[src/rtl/mux4_rr_arbiter.sv]
// mux4_rr_arbiter
// Round-robin arbiter that shares one 4:1 single-bit mux between four
// requesters. Requester k drives mux input k. The registered s1/s0 outputs
// connect straight to the mux4to1 select pins.
//
// Optional feature macro: GRANT_TIMEOUT_EN
//   defined   -> an owner that has held the mux for HOLD_MAX cycles is
//                preempted when another requester is waiting.
//   undefined -> an owner keeps the mux for as long as it requests it.
//
// state | meaning
// IDLE  | no grant active; s1/s0 keep the last owner's index
// GRANT | requester {s1,s0} owns the mux

module mux4_rr_arbiter #(
  parameter int HOLD_MAX = 8,
  parameter int CW       = 8
) (
  input  logic       clk,
  input  logic       rst,
  input  logic [3:0] req,
  output logic [3:0] gnt,
  output logic       s1,
  output logic       s0,
  output logic       valid,
  output logic [1:0] ptr
);

  typedef enum logic {
    IDLE  = 1'b0,
    GRANT = 1'b1
  } state_t;

  localparam logic [CW-1:0] CNT_MAX = {CW{1'b1}};

  // Reject parameter sets the hold counter cannot represent.
  if (HOLD_MAX < 1 || HOLD_MAX > 255) begin : g_bad_hold_max
    $error("mux4_rr_arbiter: HOLD_MAX must be in 1..255");
  end
  if ((64'd1 << CW) <= 64'(HOLD_MAX)) begin : g_bad_cw
    $error("mux4_rr_arbiter: CW too narrow for HOLD_MAX");
  end

  state_t        state_q, state_d;
  logic [3:0]    gnt_q, gnt_d;
  logic [1:0]    sel_q, sel_d;
  logic          valid_q, valid_d;
  logic [1:0]    ptr_q, ptr_d;
  logic [CW-1:0] cnt_q, cnt_d;

  logic [1:0]    owner;
  logic [3:0]    owner_oh;
  logic [3:0]    others;
  logic [3:0]    search_req;
  logic          win_found;
  logic [1:0]    win;
  logic          preempt;
  logic          owner_holds;
  logic          new_grant;
  logic          drop_grant;

  // First set bit of r searching upward from start, wrapping mod 4.
  // Iterating from the farthest offset down lets the nearest hit win.
  function automatic logic [2:0] rr_pick(input logic [3:0] r, input logic [1:0] start);
    logic [2:0] res;
    logic [1:0] idx;
    res = 3'b000;
    for (int i = 3; i >= 0; i--) begin
      idx = start + 2'(i);
      if (r[idx]) begin
        res = {1'b1, idx};
      end
    end
    return res;
  endfunction

  // The owner index is the registered select value; it is only meaningful in GRANT.
  assign owner    = sel_q;
  assign owner_oh = 4'b0001 << owner;
  assign others   = req & ~owner_oh;

`ifdef GRANT_TIMEOUT_EN
  localparam logic [CW-1:0] HOLD_LAST = CW'(HOLD_MAX - 1);

  // Counter at or past its last allowed value: hand over if anyone else waits.
  // ">=" covers an owner that ran alone past the limit and is later joined.
  assign preempt = (state_q == GRANT) && (cnt_q >= HOLD_LAST) && (|others);
`else
  assign preempt = 1'b0;
`endif

  assign owner_holds = (state_q == GRANT) && (|(req & owner_oh)) && !preempt;

  // In GRANT the owner is excluded: it has either released or is being preempted.
  assign search_req = (state_q == IDLE) ? req : others;
  assign {win_found, win} = rr_pick(search_req, ptr_q);

  assign new_grant  = !owner_holds && win_found;
  assign drop_grant = (state_q == GRANT) && !owner_holds && !win_found;

  // State register.
  always_ff @(posedge clk or posedge rst) begin
    if (rst) begin
      state_q <= IDLE;
    end else begin
      state_q <= state_d;
    end
  end

  // Next-state decision.
  always_comb begin
    state_d = state_q;
    case (state_q)
      IDLE: begin
        if (win_found) begin
          state_d = GRANT;
        end
      end
      GRANT: begin
        if (drop_grant) begin
          state_d = IDLE;
        end
      end
      default: state_d = IDLE;
    endcase
  end

  // Next values of the registered grant, select, pointer and hold counter.
  always_comb begin
    gnt_d = gnt_q;
    sel_d = sel_q;
    ptr_d = ptr_q;
    cnt_d = cnt_q;
    if (new_grant) begin
      gnt_d = 4'b0001 << win;
      sel_d = win;
      ptr_d = win + 2'd1;
      cnt_d = '0;
    end else if (owner_holds) begin
      if (cnt_q != CNT_MAX) begin
        cnt_d = cnt_q + CW'(1);
      end
    end else if (drop_grant) begin
      gnt_d = 4'b0000;
      cnt_d = '0;
    end
  end

  assign valid_d = |gnt_d;

  // Output and bookkeeping registers; selects move only together with gnt.
  always_ff @(posedge clk or posedge rst) begin
    if (rst) begin
      gnt_q   <= 4'b0000;
      sel_q   <= 2'b00;
      valid_q <= 1'b0;
      ptr_q   <= 2'd0;
      cnt_q   <= '0;
    end else begin
      gnt_q   <= gnt_d;
      sel_q   <= sel_d;
      valid_q <= valid_d;
      ptr_q   <= ptr_d;
      cnt_q   <= cnt_d;
    end
  end

  assign gnt   = gnt_q;
  assign s1    = sel_q[1];
  assign s0    = sel_q[0];
  assign valid = valid_q;
  assign ptr   = ptr_q;

`ifndef SYNTHESIS
  // Grant is one-hot or empty, and valid mirrors it.
  a_gnt_onehot0: assert property (@(posedge clk) disable iff (rst) $onehot0(gnt_q));
  a_valid_or:    assert property (@(posedge clk) disable iff (rst) valid_q == (|gnt_q));
  // While granted, the selects always point at the owner.
  a_sel_owner:   assert property (@(posedge clk) disable iff (rst)
                                  valid_q |-> (gnt_q == (4'b0001 << sel_q)));
`endif

endmodule

[config.mk]
export PLATFORM = sky130hd
export DESIGN_NAME = mux4_rr_arbiter
export DESIGN_NICKNAME = d
export VERILOG_FILES = /design/src/rtl/mux4_rr_arbiter.sv
export SDC_FILE = /design/constraint.sdc
export NUM_CORES = 1
export LEC_CHECK = 0
export CAP_MARGIN = 15
export CORE_MARGIN = 1.5
export CORE_UTILIZATION = 50
export CTS_CLUSTER_DIAMETER = 150
export DETAILED_ROUTE_END_ITERATION = 6
export GPL_ROUTABILITY_DRIVEN = 0
export MAX_ROUTING_LAYER = met4
export PLACE_DENSITY = 0.77
export SYNTH_ARGS = -nofsm -noshare
export SYNTH_HDL_FRONTEND = slang
export SYNTH_SLANG_ARGS = --single-unit
[constraint.sdc]
create_clock -name clk -period 4 [get_ports clk]
set_clock_uncertainty 0.1 [all_clocks]
set_input_delay 0.6 -clock clk [delete_from_list [all_inputs] [get_ports clk]]
set_output_delay 0.6 -clock clk [all_outputs]
set_load 0.02 [all_outputs]
Yosys cells after proc, flatten, opt, wreduce, memory -nomap -nowiden
Cells that the tools add are included.
W data, S select, Z words.
{"block": "totals", "ff_bits": 10, "inputBits": 6, "output_inout_bits": 9, "word_cells": 46}
{"block": "classes", "addsub": 4, "n_lt_le_gt_ge": 4, "shift": 2, "mux": 19, "bitwise_logic": 4, "reduce_logical": 8}
{"cell": "$mux W4", "n": 4}
{"cell": "$lt A2 B3 Y1 const B", "n": 4}
{"cell": "$mux W3", "n": 4}
{"cell": "$and A4 B4 Y4", "n": 2}
{"cell": "$bmux W1 S2", "n": 4}
{"cell": "$reduce_or A4 Y1", "n": 2}
{"cell": "$shl A1 B2 Y4 const A", "n": 2}
{"cell": "$mux W1", "n": 6}
{"cell": "$add A2 B1 Y2 const B", "n": 2}
{"cell": "$add A2 B2 Y2 const B", "n": 2}
{"cell": "$logic_and A1 B1 Y1", "n": 4}
{"cell": "$not A4 Y4", "n": 1}
{"cell": "$logic_not A1 Y1", "n": 2}
{"cell": "$pmux W1 S2", "n": 1}
{"cell": "$not A1 Y1", "n": 1}

Depth between registers and ports, before layout
{"block": "logic_depth", "word_depth": 16, "mapped_depth": 11, "depth_no_buf": 10}

Worst setup path before layout
No wires, ideal clock.
{"block": "synth_timing", "path_type": "flip-flop to flip-flop", "startpoint": "register ptr_q[0], in the netlist ptr[0]", "endpoint": "register valid_q, in the netlist valid", "setup_ns": 0.138, "t_arrival_ns": 3.155, "t_required_ns": 3.762, "setup_slack_ns": 0.606, "path_stages_with_launch": 12, "path_buffers": 1, "synth_period_minus_slack_ns": 3.394, "cell_sequence": "dfrtp_1 > buf_6 > xor2_2 > a31oi_2 > nand2_1 > mux4_2 > o211ai_1 > inv_1 > ha_1 > mux2_2 > a221o_1 > or4_1"}
{"block": "synth_between", "word_cells_on_any_way": 23, "cone_classes": "add/sub (3); shift (1); mux (15); reduce/logical (4)"}
{"element": "from (decl)", "line_no": "48", "source": "logic [1:0] ptr_q, ptr_d;"}
{"element": "from (signal assigned)", "line_no": "163", "source": "ptr_q <= ptr_d;"}
{"element": "$add A2 B2 Y2", "line_no": "69", "source": "idx = start + 2'(i);"}
{"element": "$bmux W1 S2", "line_no": "70", "source": "if (r[idx]) begin"}
{"element": "$mux W1 (implied by the code)", "line_no": "70"}
{"element": "$mux W3 (3 in a row)", "line_no": "70"}
{"element": "$mux W3 (*)", "line_no": "70"}
{"element": "net win[0]", "line_no": "56", "source": "logic [1:0] win;"}
{"element": "$shl A1 B2 Y4 (*)", "line_no": "135", "source": "gnt_d = 4'b0001 << win;"}
{"element": "$mux W4 (*)", "line_no": "134", "source": "if (new_grant) begin"}
{"element": "net gnt_d[1]", "line_no": "45", "source": "logic [3:0] gnt_q, gnt_d;"}
{"element": "$reduce_or A4 Y1 (*)", "line_no": "149", "source": "assign valid_d = |gnt_d;"}
{"element": "net valid_d", "line_no": "47", "source": "logic valid_q, valid_d;"}
{"element": "to (signal assigned)", "line_no": "162", "source": "valid_q <= valid_d;"}
{"element": "to (decl)", "line_no": "47"}
Mark *: on every way through the listed nets, which the timed path passes. The rest lies on a longest branch. The select of a mux whose other input is x is not followed.
A chain may end at the register's enable or synchronous reset.

Final worst setup path
{"block": "layout_timing", "startpoint": "input port req[2]", "endpoint": "register valid_q, in the netlist valid"}
{"block": "layout_between", "word_cells_on_any_way": 27, "cone_classes": "shift (1); mux (16); bitwise (2); reduce/logical (8)"}
{"element": "from (decl)", "line_no": "21", "source": "input logic [3:0] req,"}
{"element": "$and A4 B4 Y4", "line_no": "80", "source": "assign others = req & ~owner_oh;"}
{"element": "$mux W4 (*)", "line_no": "95", "source": "assign search_req = (state_q == IDLE) ? req : others;"}
{"element": "$bmux W1 S2", "line_no": "70"}
{"element": "$mux W1 (implied by the code)", "line_no": "70"}
{"element": "$mux W3 (3 in a row)", "line_no": "70"}
{"element": "$mux W3 (*)", "line_no": "70"}
{"element": "net win[0]", "line_no": "56"}
{"element": "$shl A1 B2 Y4 (*)", "line_no": "135"}
{"element": "$mux W4 (*)", "line_no": "134"}
{"element": "net gnt_d[1]", "line_no": "45"}
{"element": "$reduce_or A4 Y1 (*)", "line_no": "149"}
{"element": "net valid_d", "line_no": "47"}
Marks and branches as above.

==> impl_results.html <==
<table>
<tr><th>Metric</th><th>Value</th></tr>
<tr><th colspan="2">Setup path</th></tr>
<tr><td>Critical Path RT</td><td>4.05 ns</td></tr>
<tr><td>Critical-path cell with the highest stage delay</td><td>sky130_fd_sc_hd__clkdlybuf4s50_1</td></tr>
<tr><td>Critical path, cell by cell</td><td>clkdlybuf4s50_1, mux2i_1, a31oi_2, nand2_1, mux4_2, o211ai_1, inv_1, ha_1, mux2_2, a221o_1, or4_1</td></tr>
<tr><td>Reg2Reg Launch Point</td><td>ptr[0]$_DFFE_PP0N_</td></tr>
<tr><td>Number of buffers and inverters on the critical path</td><td>2</td></tr>
<tr><td>Kind of capture point of the worst setup path</td><td>flop</td></tr>
<tr><td>Worst Path Class, Setup</td><td>input port to flop</td></tr>
<tr><td>Critical path peak fanout</td><td>5</td></tr>
<tr><td>Critical path's top delay family</td><td>multiplexers</td></tr>
<tr><td>Worst R2R End</td><td>valid$_DFF_PP0_</td></tr>
<tr><td>Critical path depth in cells</td><td>11</td></tr>
<tr><td>Kind of start point of the critical path</td><td>input port</td></tr>
<tr><td>Launching instance or port of the critical path</td><td>req[2]</td></tr>
<tr><td>Length in cells of the worst reg-to-reg path</td><td>11</td></tr>
<tr><td>Capture point of the worst path</td><td>valid$_DFF_PP0_</td></tr>
<tr><td>Slowest cell delay on critical path</td><td>0.53 ns</td></tr>
<tr><td>Reg-to-reg setup timing slack</td><td>0.53 ns</td></tr>
<tr><td>Critical path data arrival time</td><td>3.60 ns</td></tr>
<tr><th colspan="2">Floorplanning</th></tr>
<tr><td>Width of the chip</td><td>around 43 um</td></tr>
<tr><td>Top-Level Pins</td><td>15</td></tr>
<tr><td>Height of the die</td><td>42.9 um</td></tr>
<tr><td>Core footprint</td><td>between 1000 and 1500 um2</td></tr>
<tr><td>Starting Density</td><td>a little over half</td></tr>
<tr><td>Total Die Area</td><td>1840 um2</td></tr>
<tr><td>Number of cell rows</td><td>14</td></tr>
<tr><th colspan="2">CTS</th></tr>
<tr><td>Resized Gates After CTS</td><td>0</td></tr>
<tr><td>Clock Tree Root</td><td>sky130_fd_sc_hd__clkbuf_4</td></tr>
<tr><td>Number of levels the H-tree was split into</td><td>1</td></tr>
<tr><td>Hold-fix buffers, CTS</td><td>0</td></tr>
<tr><td>Num Clock Sinks</td><td>10</td></tr>
<tr><td>Post CTS Setup Buffer Count</td><td>0</td></tr>
<tr><td>Num CTS Buffers</td><td>3</td></tr>
<tr><td>Clock-pin transition on the worst setup and hold timing paths</td><td>0.07 ns</td></tr>
<tr><td>Clock tree from TritonCTS</td><td>yes</td></tr>
<tr><td>CTS Buffer Depth</td><td>2</td></tr>
<tr><td>Insertion delay of the later-clocked pin in the worst-skew pair</td><td>0.27 ns</td></tr>
<tr><th colspan="2">Synth</th></tr>
<tr><td>Asr flop ratio synth</td><td>100%</td></tr>
<tr><td>Count of unique library cells instantiated by Yosys</td><td>31</td></tr>
<tr><td>Most frequent cell after synthesis</td><td>sky130_fd_sc_hd__dfrtp_1</td></tr>
<tr><td>Most instantiated flip-flop cell in the synthesis netlist</td><td>sky130_fd_sc_hd__dfrtp_1</td></tr>
<tr><td>Synth area leaders</td><td>sky130_fd_sc_hd__dfrtp_1 (31%), sky130_fd_sc_hd__mux2_1 (8.5%), sky130_fd_sc_hd__ha_1 (6.3%)</td></tr>
<tr><td>Net count after synthesis</td><td>84</td></tr>
<tr><td>Top cell type by total area after synthesis</td><td>sky130_fd_sc_hd__dfrtp_1</td></tr>
<tr><td>Share of the synthesized area in the top cell type</td><td>31.4%</td></tr>
<tr><td>Ranking of synthesized cells by instance count</td><td>sky130_fd_sc_hd__dfrtp_1 (10), sky130_fd_sc_hd__mux2_1 (6), sky130_fd_sc_hd__inv_1 (5), sky130_fd_sc_hd__nand2_1 (5)</td></tr>
<tr><td>Yosys warning count</td><td>0</td></tr>
<tr><td>Synth Area per Inst</td><td>10.8 um2</td></tr>
<tr><td>Gate count of the mapped netlist</td><td>74</td></tr>
<tr><td>Count of flip-flops with a built-in enable after synthesis</td><td>0</td></tr>
<tr><td>Seq/Total Area, Yosys</td><td>between 30% and 40%</td></tr>
<tr><td>Post-Synthesis Cell Area</td><td>796 um2</td></tr>
<tr><td>Number of register bits inferred by synthesis</td><td>10</td></tr>
<tr><th colspan="2">Layout</th></tr>
<tr><td>Finished Core Util</td><td>66.0%</td></tr>
<tr><td>Inserted Diodes</td><td>0</td></tr>
<tr><td>Synth-to-layout area growth</td><td>23.4%</td></tr>
<tr><td>Number of nets in the layout</td><td>101</td></tr>
<tr><td>Share of layout cells above drive strength 1</td><td>around 17%</td></tr>
<tr><th colspan="2">Timing</th></tr>
<tr><td>Count of final max-slew check failures</td><td>0</td></tr>
<tr><td>Highest clock frequency the design can meet</td><td>281 MHz</td></tr>
<tr><td>Remaining max-slew budget at the tightest pin</td><td>between 60% and 70%</td></tr>
<tr><td>Period utilization</td><td>88.9%</td></tr>
<tr><td>Worst setup slack after layout</td><td>0.445 ns</td></tr>
<tr><td>Setup repair after global routing missed its margin</td><td>false</td></tr>
<tr><td>Worst Max-Slew Pin Slew</td><td>0.515 ns</td></tr>
<tr><td>Setup TNS</td><td>0 ns</td></tr>
<tr><td>Final worst path period need</td><td>3.56 ns</td></tr>
<tr><td>Final setup violation count</td><td>0</td></tr>
<tr><td>Hold Violations, Final</td><td>0</td></tr>
<tr><th colspan="2">Route</th></tr>
<tr><td>TritonRoute pass-1 iters</td><td>4</td></tr>
<tr><td>Total DRC errors in the routed layout</td><td>0</td></tr>
<tr><td>Count of nets left with antenna violations after detail routing</td><td>0</td></tr>
<tr><td>Vias per std cell</td><td>around 6</td></tr>
<tr><td>Final routed wire length divided by cell count</td><td>15.4 um</td></tr>
<tr><td>Number of violations reported at the end of detailed-routing iteration 0</td><td>9</td></tr>
<tr><td>Post-Route WL</td><td>1.64 mm</td></tr>
<tr><td>Vias</td><td>638</td></tr>
<tr><th colspan="2">Flow run</th></tr>
<tr><td>Max_cap viols</td><td>0</td></tr>
<tr><th colspan="2">Placement</th></tr>
<tr><td>Number of I/O port buffers</td><td>14</td></tr>
<tr><td>Post-detailed-placement half-perimeter wirelength</td><td>1.25 mm</td></tr>
<tr><td>Worst setup slack before clock tree synthesis</td><td>0.163 ns</td></tr>
<tr><th colspan="2">Global routing</th></tr>
<tr><td>Number of global-route vias before repair</td><td>about 620</td></tr>
<tr><td>Total global routing track utilization</td><td>about a fifth</td></tr>
<tr><td>Final global-route overflow total</td><td>0</td></tr>
<tr><td>Maximum number of pins on one net before global-route repair</td><td>11</td></tr>
<tr><td>First-pass GRT wire length</td><td>between 2 and 3 mm</td></tr>
<tr><td>Number of antenna violations at the first check in global routing</td><td>0</td></tr>
<tr><th colspan="2">Outcome</th></tr>
<tr><td>Result of the run</td><td>finished clean</td></tr>
<tr><th colspan="2">Min path</th></tr>
<tr><td>Path type of the worst min-delay path</td><td>input port to async pin</td></tr>
</table>
## placed cells by master (no fill, tap or decap), drive strengths merged, types with 4 or more instances in the layout
cell	Yosys	final
clkbuf	1	4
nand2	5	5
clkdlybuf4s50	0	14
ha	4	4
inv	5	5
nand2b	4	4
and3	4	4
a221o	4	4
dfrtp	10	10
mux2	7	7
## per-layer routing
layer  GRT usage (%)  wire length [um]  up-vias
met2            33.3               798       19
met5               -                 0        -
met4            9.38                29        0
met1            26.1               738      307
li1                -                 -      308
met3            5.11                71        4
## how the worst min path moves through the flow
| stage | from | slack [ns] | end | depth (start not counted) |
|---|---|---|---|---|
| after global routing | rst | 0.53 | owner[0]$_DFFE_PP0N_ | 2 |
| after floorplan | rst | 0.34 | gnt[0]$_DFF_PP0_ | 1 |
| after detailed placement | ptr[1]$_DFFE_PP0N_ | 0.51 | ptr[1]$_DFFE_PP0N_ | 1 |
| after global placement | ptr[1]$_DFFE_PP0N_ | 0.49 | ptr[1]$_DFFE_PP0N_ | 1 |
| after CTS | rst | 0.52 | ptr[0]$_DFFE_PP0N_ | 2 |
| final | rst | 0.50 | owner[0]$_DFFE_PP0N_ | 2 |
## stage by stage
stage,instances,instance area (um2),hold slack (ns)
global route,106,982,0.532
finish,106,982,0.504
floorplan,74,796,0.340
global placement,102,946,0.489
CTS,106,982,0.515
detailed placement,102,946,0.505
## layout make-up
cell class / count / area [um2]
inverters: 5 / 18.8
fillers: 123 / 507
clock buffers: 4 / 36.3
flip-flops and latches: 10 / 250
repair buffers: 16 / 155
well taps: 16 / 20.0
multi-input cells: 55 / 502
## sequential cells by signal, summed over array words and instances, names as in the netlist
signal	flops
gnt	4
owner	2
ptr	2
state_q	1
valid	1
## logic make-up (layout without fill, tap and decap cells)
family          count (synthesis)  after routing  synth area share (%)
flops                          10             10                  31.4
xor+xnor                        1              1                  2.04
mux                            11             11                  18.6
compound gates                 15             15                  17.8
buf+inv                         9             25                  5.50
fa+ha+maj                       4              4                  6.29
simple gates                   24             24                  18.4
Power is left out: the tool's default activity adds up to more than one toggle a clock period on the data nets, which glitch-free logic cannot reach.
